`config.mk`:
```
export PLATFORM = sky130hd
export DESIGN_NAME = mem_arb_flat
export DESIGN_NICKNAME = d
export VERILOG_FILES = /design/src/rtl/mem_arb_pkg.sv /design/src/rtl/mem_arb_if.sv /design/src/rtl/arb_prio2.sv /design/src/rtl/mem_arb.sv /design/src/flat_wrapper.sv
export SDC_FILE = /design/constraint.sdc
export NUM_CORES = 1
export LEC_CHECK = 0
export ABC_AREA = 1
export CORE_AREA = 2 2 185 187
export DETAILED_ROUTE_END_ITERATION = 8
export DIE_AREA = 0 0 187 189
export SYNTH_ARGS = -nofsm -noshare
export SYNTH_HDL_FRONTEND = slang
export SYNTH_SLANG_ARGS = --single-unit
```
`constraint.sdc`:
```
create_clock -name clk -period 1.66 [get_ports clk]
set_input_delay 0.249 -clock clk [delete_from_list [all_inputs] [get_ports clk]]
set_output_delay 0.249 -clock clk [all_outputs]
set_load 0.03 [all_outputs]
```
`src/rtl/mem_arb_pkg.sv`:
```
// mem_arb_pkg: shared definitions for the two-port memory-bus arbiter.
//   - FSM state encoding (IDLE / ISSUE / RESP)
//   - requester IDs (IFU = port 0, LSU = port 1)
//   - default LSU streak limit
//   - helper converting an owner ID into a one-hot port vector
package mem_arb_pkg;

  localparam logic [1:0] ST_IDLE  = 2'd0;
  localparam logic [1:0] ST_ISSUE = 2'd1;
  localparam logic [1:0] ST_RESP  = 2'd2;

  typedef enum logic [0:0] {
    REQ_IFU = 1'b0,
    REQ_LSU = 1'b1
  } req_id_e;

  localparam int unsigned STREAK_MAX_DEF = 32'd4;

  function automatic logic [1:0] owner_onehot(input req_id_e owner);
    return (owner == REQ_LSU) ? 2'b10 : 2'b01;
  endfunction

endpackage

```
`src/rtl/mem_arb_if.sv`:
```
// mem_arb_if: requester-side bus of the arbiter (IFU = index 0, LSU = index 1).
//   master modport: requesters drive req/addr/wen/wdata/op, see gnt/rvalid/rdata
//   slave  modport: the arbiter
interface mem_arb_if #(
  parameter int ADDR_W = 32,
  parameter int DATA_W = 64,
  parameter int OP_W   = 4
);
  logic [1:0]        req_i;
  logic [ADDR_W-1:0] addr_i  [2];
  logic [1:0]        wen_i;
  logic [DATA_W-1:0] wdata_i [2];
  logic [OP_W-1:0]   op_i    [2];
  logic [1:0]        gnt_o;
  logic [1:0]        rvalid_o;
  logic [DATA_W-1:0] rdata_o;

  modport master (
    output req_i, addr_i, wen_i, wdata_i, op_i,
    input  gnt_o, rvalid_o, rdata_o
  );

  modport slave (
    input  req_i, addr_i, wen_i, wdata_i, op_i,
    output gnt_o, rvalid_o, rdata_o
  );
endinterface

```
`src/rtl/arb_prio2.sv`:
```
// arb_prio2: two-input grant logic with LSU priority and an IFU starvation guard.
//   clk, rst_n : clock, async active-low reset
//   req_i[1:0] : bit0 = IFU, bit1 = LSU
//   en_i       : arbiter may grant this cycle
//   gnt_o[1:0] : combinational one-hot (or zero) grant
// The LSU normally wins; once it has won STREAK_MAX times in a row while the
// IFU was waiting, the IFU gets the next grant.
module arb_prio2 #(
  parameter int unsigned STREAK_MAX = 32'd4
) (
  input  logic       clk,
  input  logic       rst_n,
  input  logic [1:0] req_i,
  input  logic       en_i,
  output logic [1:0] gnt_o
);

  localparam int unsigned CW = $clog2(STREAK_MAX + 32'd1);
  localparam logic [CW-1:0] CNT_MAX = CW'(STREAK_MAX);

  logic [CW-1:0] streak_cnt_q;
  logic [CW-1:0] streak_cnt_d;
  logic          lsu_wins;

  // Grant selection and streak counter next value.
  always_comb begin
    lsu_wins = req_i[1] && !((streak_cnt_q == CNT_MAX) && req_i[0]);
    if (en_i) begin
      if (lsu_wins) begin
        gnt_o = 2'b10;
      end else if (req_i[0]) begin
        gnt_o = 2'b01;
      end else begin
        gnt_o = 2'b00;
      end
    end else begin
      gnt_o = 2'b00;
    end

    streak_cnt_d = streak_cnt_q;
    if (gnt_o[0]) begin
      streak_cnt_d = {CW{1'b0}};
    end else if (gnt_o[1]) begin
      // Only LSU wins that actually made the IFU wait count toward the streak.
      if (!req_i[0]) begin
        streak_cnt_d = {CW{1'b0}};
      end else if (streak_cnt_q != CNT_MAX) begin
        streak_cnt_d = streak_cnt_q + CW'(1'b1);
      end else begin
        streak_cnt_d = streak_cnt_q;
      end
    end else begin
      streak_cnt_d = streak_cnt_q;
    end
  end

  // Streak counter register.
  always_ff @(posedge clk or negedge rst_n) begin
    if (!rst_n) begin
      streak_cnt_q <= {CW{1'b0}};
    end else begin
      streak_cnt_q <= streak_cnt_d;
    end
  end

endmodule

```
`src/rtl/mem_arb.sv`:
```
// mem_arb: shares one mmio read/write port between IFU (port 0) and LSU (port 1).
//   clk, rst_n        : clock, async active-low reset
//   bus (slave)       : requester handshake, payload, grant and response
//   mem_raddr/waddr   : downstream read / write address (latched request)
//   mem_wdata, wdt_op : downstream write data and width code
//   mem_ren, mem_wen  : downstream strobes, only in ISSUE
//   mem_rdata         : downstream read data, combinational from mem_raddr
// Flow: grant (IDLE/RESP) -> ISSUE (strobe) -> RESP (rvalid pulse). RESP can
// grant again, giving one access every two cycles.
module mem_arb
  import mem_arb_pkg::*;
#(
  parameter int          ADDR_W     = 32,
  parameter int          DATA_W     = 64,
  parameter int          OP_W       = 4,
  parameter int unsigned STREAK_MAX = STREAK_MAX_DEF
) (
  input  logic              clk,
  input  logic              rst_n,
  mem_arb_if.slave          bus,
  output logic [ADDR_W-1:0] mem_raddr,
  output logic [ADDR_W-1:0] mem_waddr,
  output logic [DATA_W-1:0] mem_wdata,
  output logic              mem_ren,
  output logic              mem_wen,
  output logic [OP_W-1:0]   wdt_op,
  input  logic [DATA_W-1:0] mem_rdata
);

  logic [1:0]        state_q, state_d;
  req_id_e           owner_q, owner_d;
  logic              wen_q, wen_d;
  logic [ADDR_W-1:0] addr_q, addr_d;
  logic [DATA_W-1:0] wdata_q, wdata_d;
  logic [OP_W-1:0]   op_q, op_d;
  logic [DATA_W-1:0] rdata_q, rdata_d;
  logic [1:0]        gnt;
  logic              gnt_en;
  logic              sel;

  // rst_n gates the grant so gnt_o stays low while reset is held.
  assign gnt_en = rst_n && ((state_q == ST_IDLE) || (state_q == ST_RESP));
  assign sel    = gnt[1];

  arb_prio2 #(.STREAK_MAX(STREAK_MAX)) u_prio (
    .clk   (clk),
    .rst_n (rst_n),
    .req_i (bus.req_i),
    .en_i  (gnt_en),
    .gnt_o (gnt)
  );

  // FSM next state, payload latch and response capture.
  always_comb begin
    state_d = state_q;
    owner_d = owner_q;
    wen_d   = wen_q;
    addr_d  = addr_q;
    wdata_d = wdata_q;
    op_d    = op_q;
    rdata_d = rdata_q;
    case (state_q)
      ST_IDLE, ST_RESP: begin
        if (gnt != 2'b00) begin
          state_d = ST_ISSUE;
          owner_d = sel ? REQ_LSU : REQ_IFU;
          wen_d   = bus.wen_i[sel];
          addr_d  = bus.addr_i[sel];
          wdata_d = bus.wdata_i[sel];
          op_d    = bus.op_i[sel];
        end else begin
          state_d = ST_IDLE;
        end
      end
      ST_ISSUE: begin
        state_d = ST_RESP;
        // A write completes with an all-zero acknowledge.
        if (wen_q) begin
          rdata_d = {DATA_W{1'b0}};
        end else begin
          rdata_d = mem_rdata;
        end
      end
      default: begin
        state_d = ST_IDLE;
      end
    endcase
  end

  // State and payload registers.
  always_ff @(posedge clk or negedge rst_n) begin
    if (!rst_n) begin
      state_q <= ST_IDLE;
      owner_q <= REQ_IFU;
      wen_q   <= 1'b0;
      addr_q  <= {ADDR_W{1'b0}};
      wdata_q <= {DATA_W{1'b0}};
      op_q    <= {OP_W{1'b0}};
      rdata_q <= {DATA_W{1'b0}};
    end else begin
      state_q <= state_d;
      owner_q <= owner_d;
      wen_q   <= wen_d;
      addr_q  <= addr_d;
      wdata_q <= wdata_d;
      op_q    <= op_d;
      rdata_q <= rdata_d;
    end
  end

  // Address/data/op come straight from the latch so they only move on a grant.
  assign mem_raddr    = addr_q;
  assign mem_waddr    = addr_q;
  assign mem_wdata    = wdata_q;
  assign wdt_op       = op_q;
  assign mem_ren      = (state_q == ST_ISSUE) && !wen_q;
  assign mem_wen      = (state_q == ST_ISSUE) && wen_q;
  assign bus.gnt_o    = gnt;
  assign bus.rvalid_o = (state_q == ST_RESP) ? owner_onehot(owner_q) : 2'b00;
  assign bus.rdata_o  = rdata_q;

endmodule

```
`src/flat_wrapper.sv`:
```
// flat-port wrapper written by rule: the top's interface ports become plain ports
module mem_arb_flat import mem_arb_pkg::*;
#(
  parameter int          ADDR_W     = 32,
  parameter int          DATA_W     = 64,
  parameter int          OP_W       = 4,
  parameter int unsigned STREAK_MAX = STREAK_MAX_DEF
)
  (clk, rst_n, mem_raddr, mem_waddr, mem_wdata, mem_ren, mem_wen, wdt_op, mem_rdata, bus_req_i, bus_addr_i, bus_wen_i, bus_wdata_i, bus_op_i, bus_gnt_o, bus_rvalid_o, bus_rdata_o);
  mem_arb_if #(.ADDR_W(ADDR_W), .DATA_W(DATA_W), .OP_W(OP_W)) bus_i ();
  input  logic clk;
  input  logic rst_n;
  output logic [ADDR_W-1:0] mem_raddr;
  output logic [ADDR_W-1:0] mem_waddr;
  output logic [DATA_W-1:0] mem_wdata;
  output logic mem_ren;
  output logic mem_wen;
  output logic [OP_W-1:0] wdt_op;
  input  logic [DATA_W-1:0] mem_rdata;
  input wire logic [$bits(bus_i.req_i)-1:0] bus_req_i;
  input wire logic [$bits(bus_i.addr_i)-1:0] bus_addr_i;
  input wire logic [$bits(bus_i.wen_i)-1:0] bus_wen_i;
  input wire logic [$bits(bus_i.wdata_i)-1:0] bus_wdata_i;
  input wire logic [$bits(bus_i.op_i)-1:0] bus_op_i;
  output wire logic [$bits(bus_i.gnt_o)-1:0] bus_gnt_o;
  output wire logic [$bits(bus_i.rvalid_o)-1:0] bus_rvalid_o;
  output wire logic [$bits(bus_i.rdata_o)-1:0] bus_rdata_o;
  assign bus_i.req_i = bus_req_i;
  assign bus_i.addr_i = {>>{bus_addr_i}};
  assign bus_i.wen_i = bus_wen_i;
  assign bus_i.wdata_i = {>>{bus_wdata_i}};
  assign bus_i.op_i = {>>{bus_op_i}};
  assign bus_gnt_o = bus_i.gnt_o;
  assign bus_rvalid_o = bus_i.rvalid_o;
  assign bus_rdata_o = bus_i.rdata_o;
  mem_arb #(.ADDR_W(ADDR_W), .DATA_W(DATA_W), .OP_W(OP_W), .STREAK_MAX(STREAK_MAX)) u_core (.clk(clk), .rst_n(rst_n), .bus(bus_i), .mem_raddr(mem_raddr), .mem_waddr(mem_waddr), .mem_wdata(mem_wdata), .mem_ren(mem_ren), .mem_wen(mem_wen), .wdt_op(wdt_op), .mem_rdata(mem_rdata));
endmodule
```
; ---- Yosys cells after proc, flatten, opt, wreduce, memory -nomap -nowiden
; Cells that the tools add are included.
[word_totals]
reg_bits = 171
in_bits = 270
out_inout_bits = 202
wordCells = 54
[classes]
n_addsub = 1
order_cmp = 2
eq_ne = 5
muxes = 24
bitwise = 1
n_reduce_logical = 13
[ops]
columns = cell, n
row1 = 64-bit two-way mux, 4
row2 = 32-bit two-way mux, 3
row3 = 3-bit two-way mux, 4
row4 = 4-bit two-way mux, 3
row5 = 2-bit two-way mux, 4
row6 = 1-bit logical AND, 5
row7 = 1-bit two-way mux, 5
row8 = 2-bit case mux with 2 select lines, 1
row9 = 2-bit AND reduction, 2
row10 = 3-bit by 1-bit adder with 3-bit output (second input constant), 1
row11 = 3-bit == test (second input constant), 1
row12 = 3-bit by 1-bit != test with 1-bit output (second input constant), 1
row13 = 3-bit != test (second input constant), 1
row14 = 2-bit by 1-bit == test with 1-bit output (second input constant), 1
row15 = 2-bit == test (second input constant), 1
row16 = 2-bit >= comparator (second input constant), 1
row17 = 1-bit zero test, 2
row18 = 2-bit zero test, 1
row19 = 1-bit by 2-bit less-than comparator with 1-bit output (second input constant), 1
row20 = 1-bit inverter with 2-bit output, 1
row21 = 2-bit nonzero test, 1
row22 = 2-bit OR reduction, 1
row23 = 1-bit logical OR, 1

; ---- Logic depth before layout (Yosys ltp)
; Gate-level depths: netlist (run 1).
[depth]
word_depth = 10
ltp_mapped = 9
ltp_nobuf = 7

; ---- By module
; Synthesis (run 1) repeated with hierarchy kept, for this count alone.
[hier_totals]
hier_cells = 1118
hier_area_um2 = 8289.2
[modules_own_cells]
columns = module, instances, cells_each, area_each_um2, seq_area_each_um2
row1 = mem_arb, 1, 1091, 8092.8, 4204.0
row2 = arb_prio2, 1, 27, 196.4, 75.1

; ---- Least setup slack after synthesis (run 1)
; Ideal clock, no wire load.
[synth_timing]
path_kind = register -> output
start = register u_core.u_prio.streak_cnt_q[0]
end = output bus_gnt_o[0]
t_arrival_ns = 1.584
required_ns = 1.411
setup_slack_ns = -0.173
stages_incl_launch_ff = 7
n_path_buf = 2
cell_sequence = dfrtp_1 inv_1 ha_1 nand3_1 buf_2 buf_2 a21oi_1
[synth_via]
elab_chain_len = 6
[synth_lines]
columns = item, line_no
row1 = start: declaration, arb_prio2.sv:21  ; logic [CW-1:0] streak_cnt_q;
row2 = start signal: assignment, arb_prio2.sv:60  ; streak_cnt_q <= {CW{1'b0}};
row3 = start signal: assignment, arb_prio2.sv:62  ; streak_cnt_q <= streak_cnt_d;
row4 = 3-bit == test, arb_prio2.sv:27  ; lsu_wins = req_i[1] && !((streak_cnt_q == CNT_MAX) && req_i[0]);
row5 = 1-bit logical AND, arb_prio2.sv:27
row6 = 1-bit zero test, arb_prio2.sv:27
row7 = 1-bit logical AND, arb_prio2.sv:27
row8 = 2-bit two-way mux, arb_prio2.sv:29  ; if (lsu_wins) begin
row9 = 2-bit two-way mux, arb_prio2.sv:28  ; if (en_i) begin
row10 = end: declaration, flat_wrapper.sv:25  ; output wire logic [$bits(bus_i.gnt_o)-1:0] bus_gnt_o;
; No other way between the ends.

; ---- Worst setup path in the final report (run 1)
; Same ends and word-level chain as after synthesis.

==> run_results.csv, run 1 <==
group,metric,value,unit
run_status,status,"complete, but fails checks",
run_status,violations,"setup timing",
yosys,syn_area_per_cell,7.52,µm²
sta,relSlewSlack,55.8,%
final_layout,syn_to_final_growth,64.8,%
floorplan,die-area,0.0353,mm²
final_layout,nets,1844,
sta,min_period,1.79,ns
sta,tns,-0.218,ns
grt,grt_max_degree,91,
final_layout,layout_commonest_cell,"nand2_1",
placed_design,dp_hpwl,25000,µm
floorplan,fp.dieH,189,µm
floorplan,die_w,187,µm
clocking,cts_buffer_depth,2,
placed_design,dpl_cell_area,0.0138,mm²
clocking,htree_num_levels,4,
grt,grt_pass1_wl,54400,µm
setup_path,critical_path.startpoint_type,"flip-flop",
sta,timing.final.ws_setup,-0.127,ns
route,finalWirelength,36000,µm
clocking,clk_latency,0.42,ns
yosys,synthDistinctLibCells,22,
setup_path,path_max_fanout,4,
sta,worst_pin_slew,0.664,ns
grt,first_global_vias,9373,
sta,setup_violations,2,
route,drc,0,
sta,final-hold-violation-count,0,
clocking,cts.reportedPaths.clkPinSlew,0.07,ns
power,ir_drop,0.685,mV
yosys,postSynthCellCount,1164,
setup_path,worstSetupPathType,"flip-flop to primary output",
sta,skew,0.0106,ns
route,first_pass_iters,5,
placed_design,io_buffers,471,
route,wire_per_inst,17.7,µm
flow_run,max-cap-violations,0,
floorplan,pin_count,472,
yosys,syn-num-nets,1436,
power,post-layout-total-power,15.2,mW
sta,max_freq,560,MHz
power,power.density,1050,mW/mm²
clocking,cts_root_buffer,"clkbuf_16",
final_layout,antennaDiodeCount,0,
placed_design,post-place-ws,0.108,ns
grt,track_usage,19.6,%
route,final_antenna_net_count,0,
hold_path,holdCritPathClass,"input pin to flip-flop",
route,drtIter0Drc,421,
floorplan,num_rows,67,
setup_path,crit_path_end_kind,"primary output",
placed_design,gp_congestion,0.822,
yosys,ys_seq_elements,171,
yosys,ys.warnings.count,0,
grt,antenna_found_initial,1,
route,viasPerCell,4.64,
final_layout,final_cell_area,0.0144,mm²
route,dr_total_vias,9424,
final_layout,drive_gt1_share,6.81,%
grt,gr-total-overflow,0,
sta,hold-worst-slack,0.348,ns
final_layout,final_cell_mix,"nand2_1, clkdlybuf4s50_1, dlygate4sd2_1",
clocking,cts_made_buffers,17,
setup_path,crit_arrival,1.54,ns
sta,slew_viol_final,0,
yosys,synth.yosys.seq_area_share,48.9,%
yosys,synth_area,0.00876,mm²
clocking,clock_sinks,171,
power,p_leak,7.46,nW
sta,rsz0062_at_grt,"yes",
floorplan,start_util,26.3,%
clocking,cts_tree,"yes",
setup_path,crit_required,1.41,ns
setup_path,r2r_slack,0.10,ns
floorplan,core,0.0333,mm²
sta,fin_crit_sh,108,%
## flip-flops by register name, summed over array words and instances (netlist names)
signal and cells:
u_core.mem_raddr 32, u_core.mem_wdata 64, u_core.state_q 2, u_core.owner_q 1, u_core.bus.rdata_o 64, u_core.wdt_op 4
u_core.wen_q 1, u_core.u_prio.streak_cnt_q 3
## kinds of logic after synthesis
kind of cell	count (synthesis)	synth area share, %
simple gates	708	35.3
flops	171	48.9
buf+inv	215	11.6
compound gates	67	3.87
xor+xnor	1	0.100
fa+ha+maj	2	0.286
## per-layer routing
layer  global-route usage, %  wire [µm]  up-vias
li1                        -          -     4533
met4                    5.34        661        2
met2                    33.4      17500      406
met5                       0         10        -
met1                    24.0      15000     4450
met3                    6.08       2900       33
## area by class of cell
| class | count | area, µm² |
|---|---|---|
| timing repair buffer | 516 | 5100 |
| multi-input combinational | 778 | 3550 |
| sequential | 171 | 4280 |
| inverter | 88 | 335 |
| tap | 448 | 561 |
| fill | 3462 | 18800 |
| clock inverter | 12 | 134 |
| clock buffer | 20 | 467 |
## critical path: stages, from the launching register on
cell and delay, ns:
dfrtp_1 0.40, inv_2 0.09, ha_4 0.15, nand3_4 0.12
a21oi_4 0.19, buf_6 0.16
## path summary, 6_finish.rpt
kind	start	endpoint	cells past startpoint
worst max-delay path	u_core.u_prio.streak_cnt_q[0]$_DFFE_PN0P_	bus_gnt_o[0]	5
worst min-delay path	bus_req_i[1]	u_core.u_prio.streak_cnt_q[1]$_DFFE_PN0P_	5
worst max register to register	u_core.u_prio.streak_cnt_q[0]$_DFFE_PN0P_	u_core.mem_wdata[49]$_DFFE_PN0P_	9
worst min register to register	u_core.mem_wdata[36]$_DFFE_PN0P_	u_core.mem_wdata[36]$_DFFE_PN0P_	2
max in group asynchronous	rst_n	u_core.mem_wdata[4]$_DFFE_PN0P_	3
min in group asynchronous	rst_n	u_core.u_prio.streak_cnt_q[0]$_DFFE_PN0P_	3
## Yosys cell counts
cell type  number  area, µm²
nor2_1          2       7.51
a21oi_1         1       5.00
xor2_1          1       8.76
buf_1           4       15.0
nand3_1       126        631
inv_1          81        304
dfrtp_1       171       4280
clkbuf_1       41        154
nand4_1       101        632
inv_2           7       26.3
ha_1            2       25.0
nand2_1       473       1780
nor2_4          1       11.3
nand3_2         1       10.0
buf_2          40        200
buf_6           1       11.3
buf_4          41        308
o21ai_1        56        280
o21ai_2         1       8.76
nor3_1          3       15.0
nor2_2          1       6.26
o21ai_0         9       45.0
## report_power, final
| group | switching (mW) | total (mW) | internal, mW |
|---|---|---|---|
| Sequential | 0.467 | 5.41 | 4.94 |
| Clock | 1.89 | 4.12 | 2.24 |
| Combinational | 3.58 | 5.63 | 2.05 |
| Total | 5.93 | 15.2 | 9.23 |
## what timing repair did
| action | CTS | global route |
|---|---|---|
| gates cloned | 0 | 3 |
| setup buffers | 9 | 2 |
| gates resized for setup | 206 | 13 |
| endpoints found under the setup margin | 199 | 40 |
| endpoints found under the hold margin | 171 | 0 |
| pin swaps | 3 | 5 |
| hold buffers | 1 | 0 |
## per-stage QoR
stage	std cells	utilization, %
2_1_floorplan	1164	-
3_3_place_gp	1987	41.5
3_5_place_dp	1987	41.5
4_1_cts	2029	42.9
5_1_grt	2033	43.4
6_report	2033	43.4
(Power assumes the default switching activity.)
==> run 2: changes to the inputs <==
--- a/config.mk
+++ b/config.mk
@@ -6,7 +6,9 @@
 export NUM_CORES = 1
 export LEC_CHECK = 0
 export ABC_AREA = 1
+export CAP_MARGIN = 15
 export CORE_AREA = 2 2 185 187
+export CTS_CLUSTER_DIAMETER = 40
 export DETAILED_ROUTE_END_ITERATION = 8
 export DIE_AREA = 0 0 187 189
 export SYNTH_ARGS = -nofsm -noshare
==> results of run 2 <==
No change in the layout: final DEF, timing and power equal those of run 1.
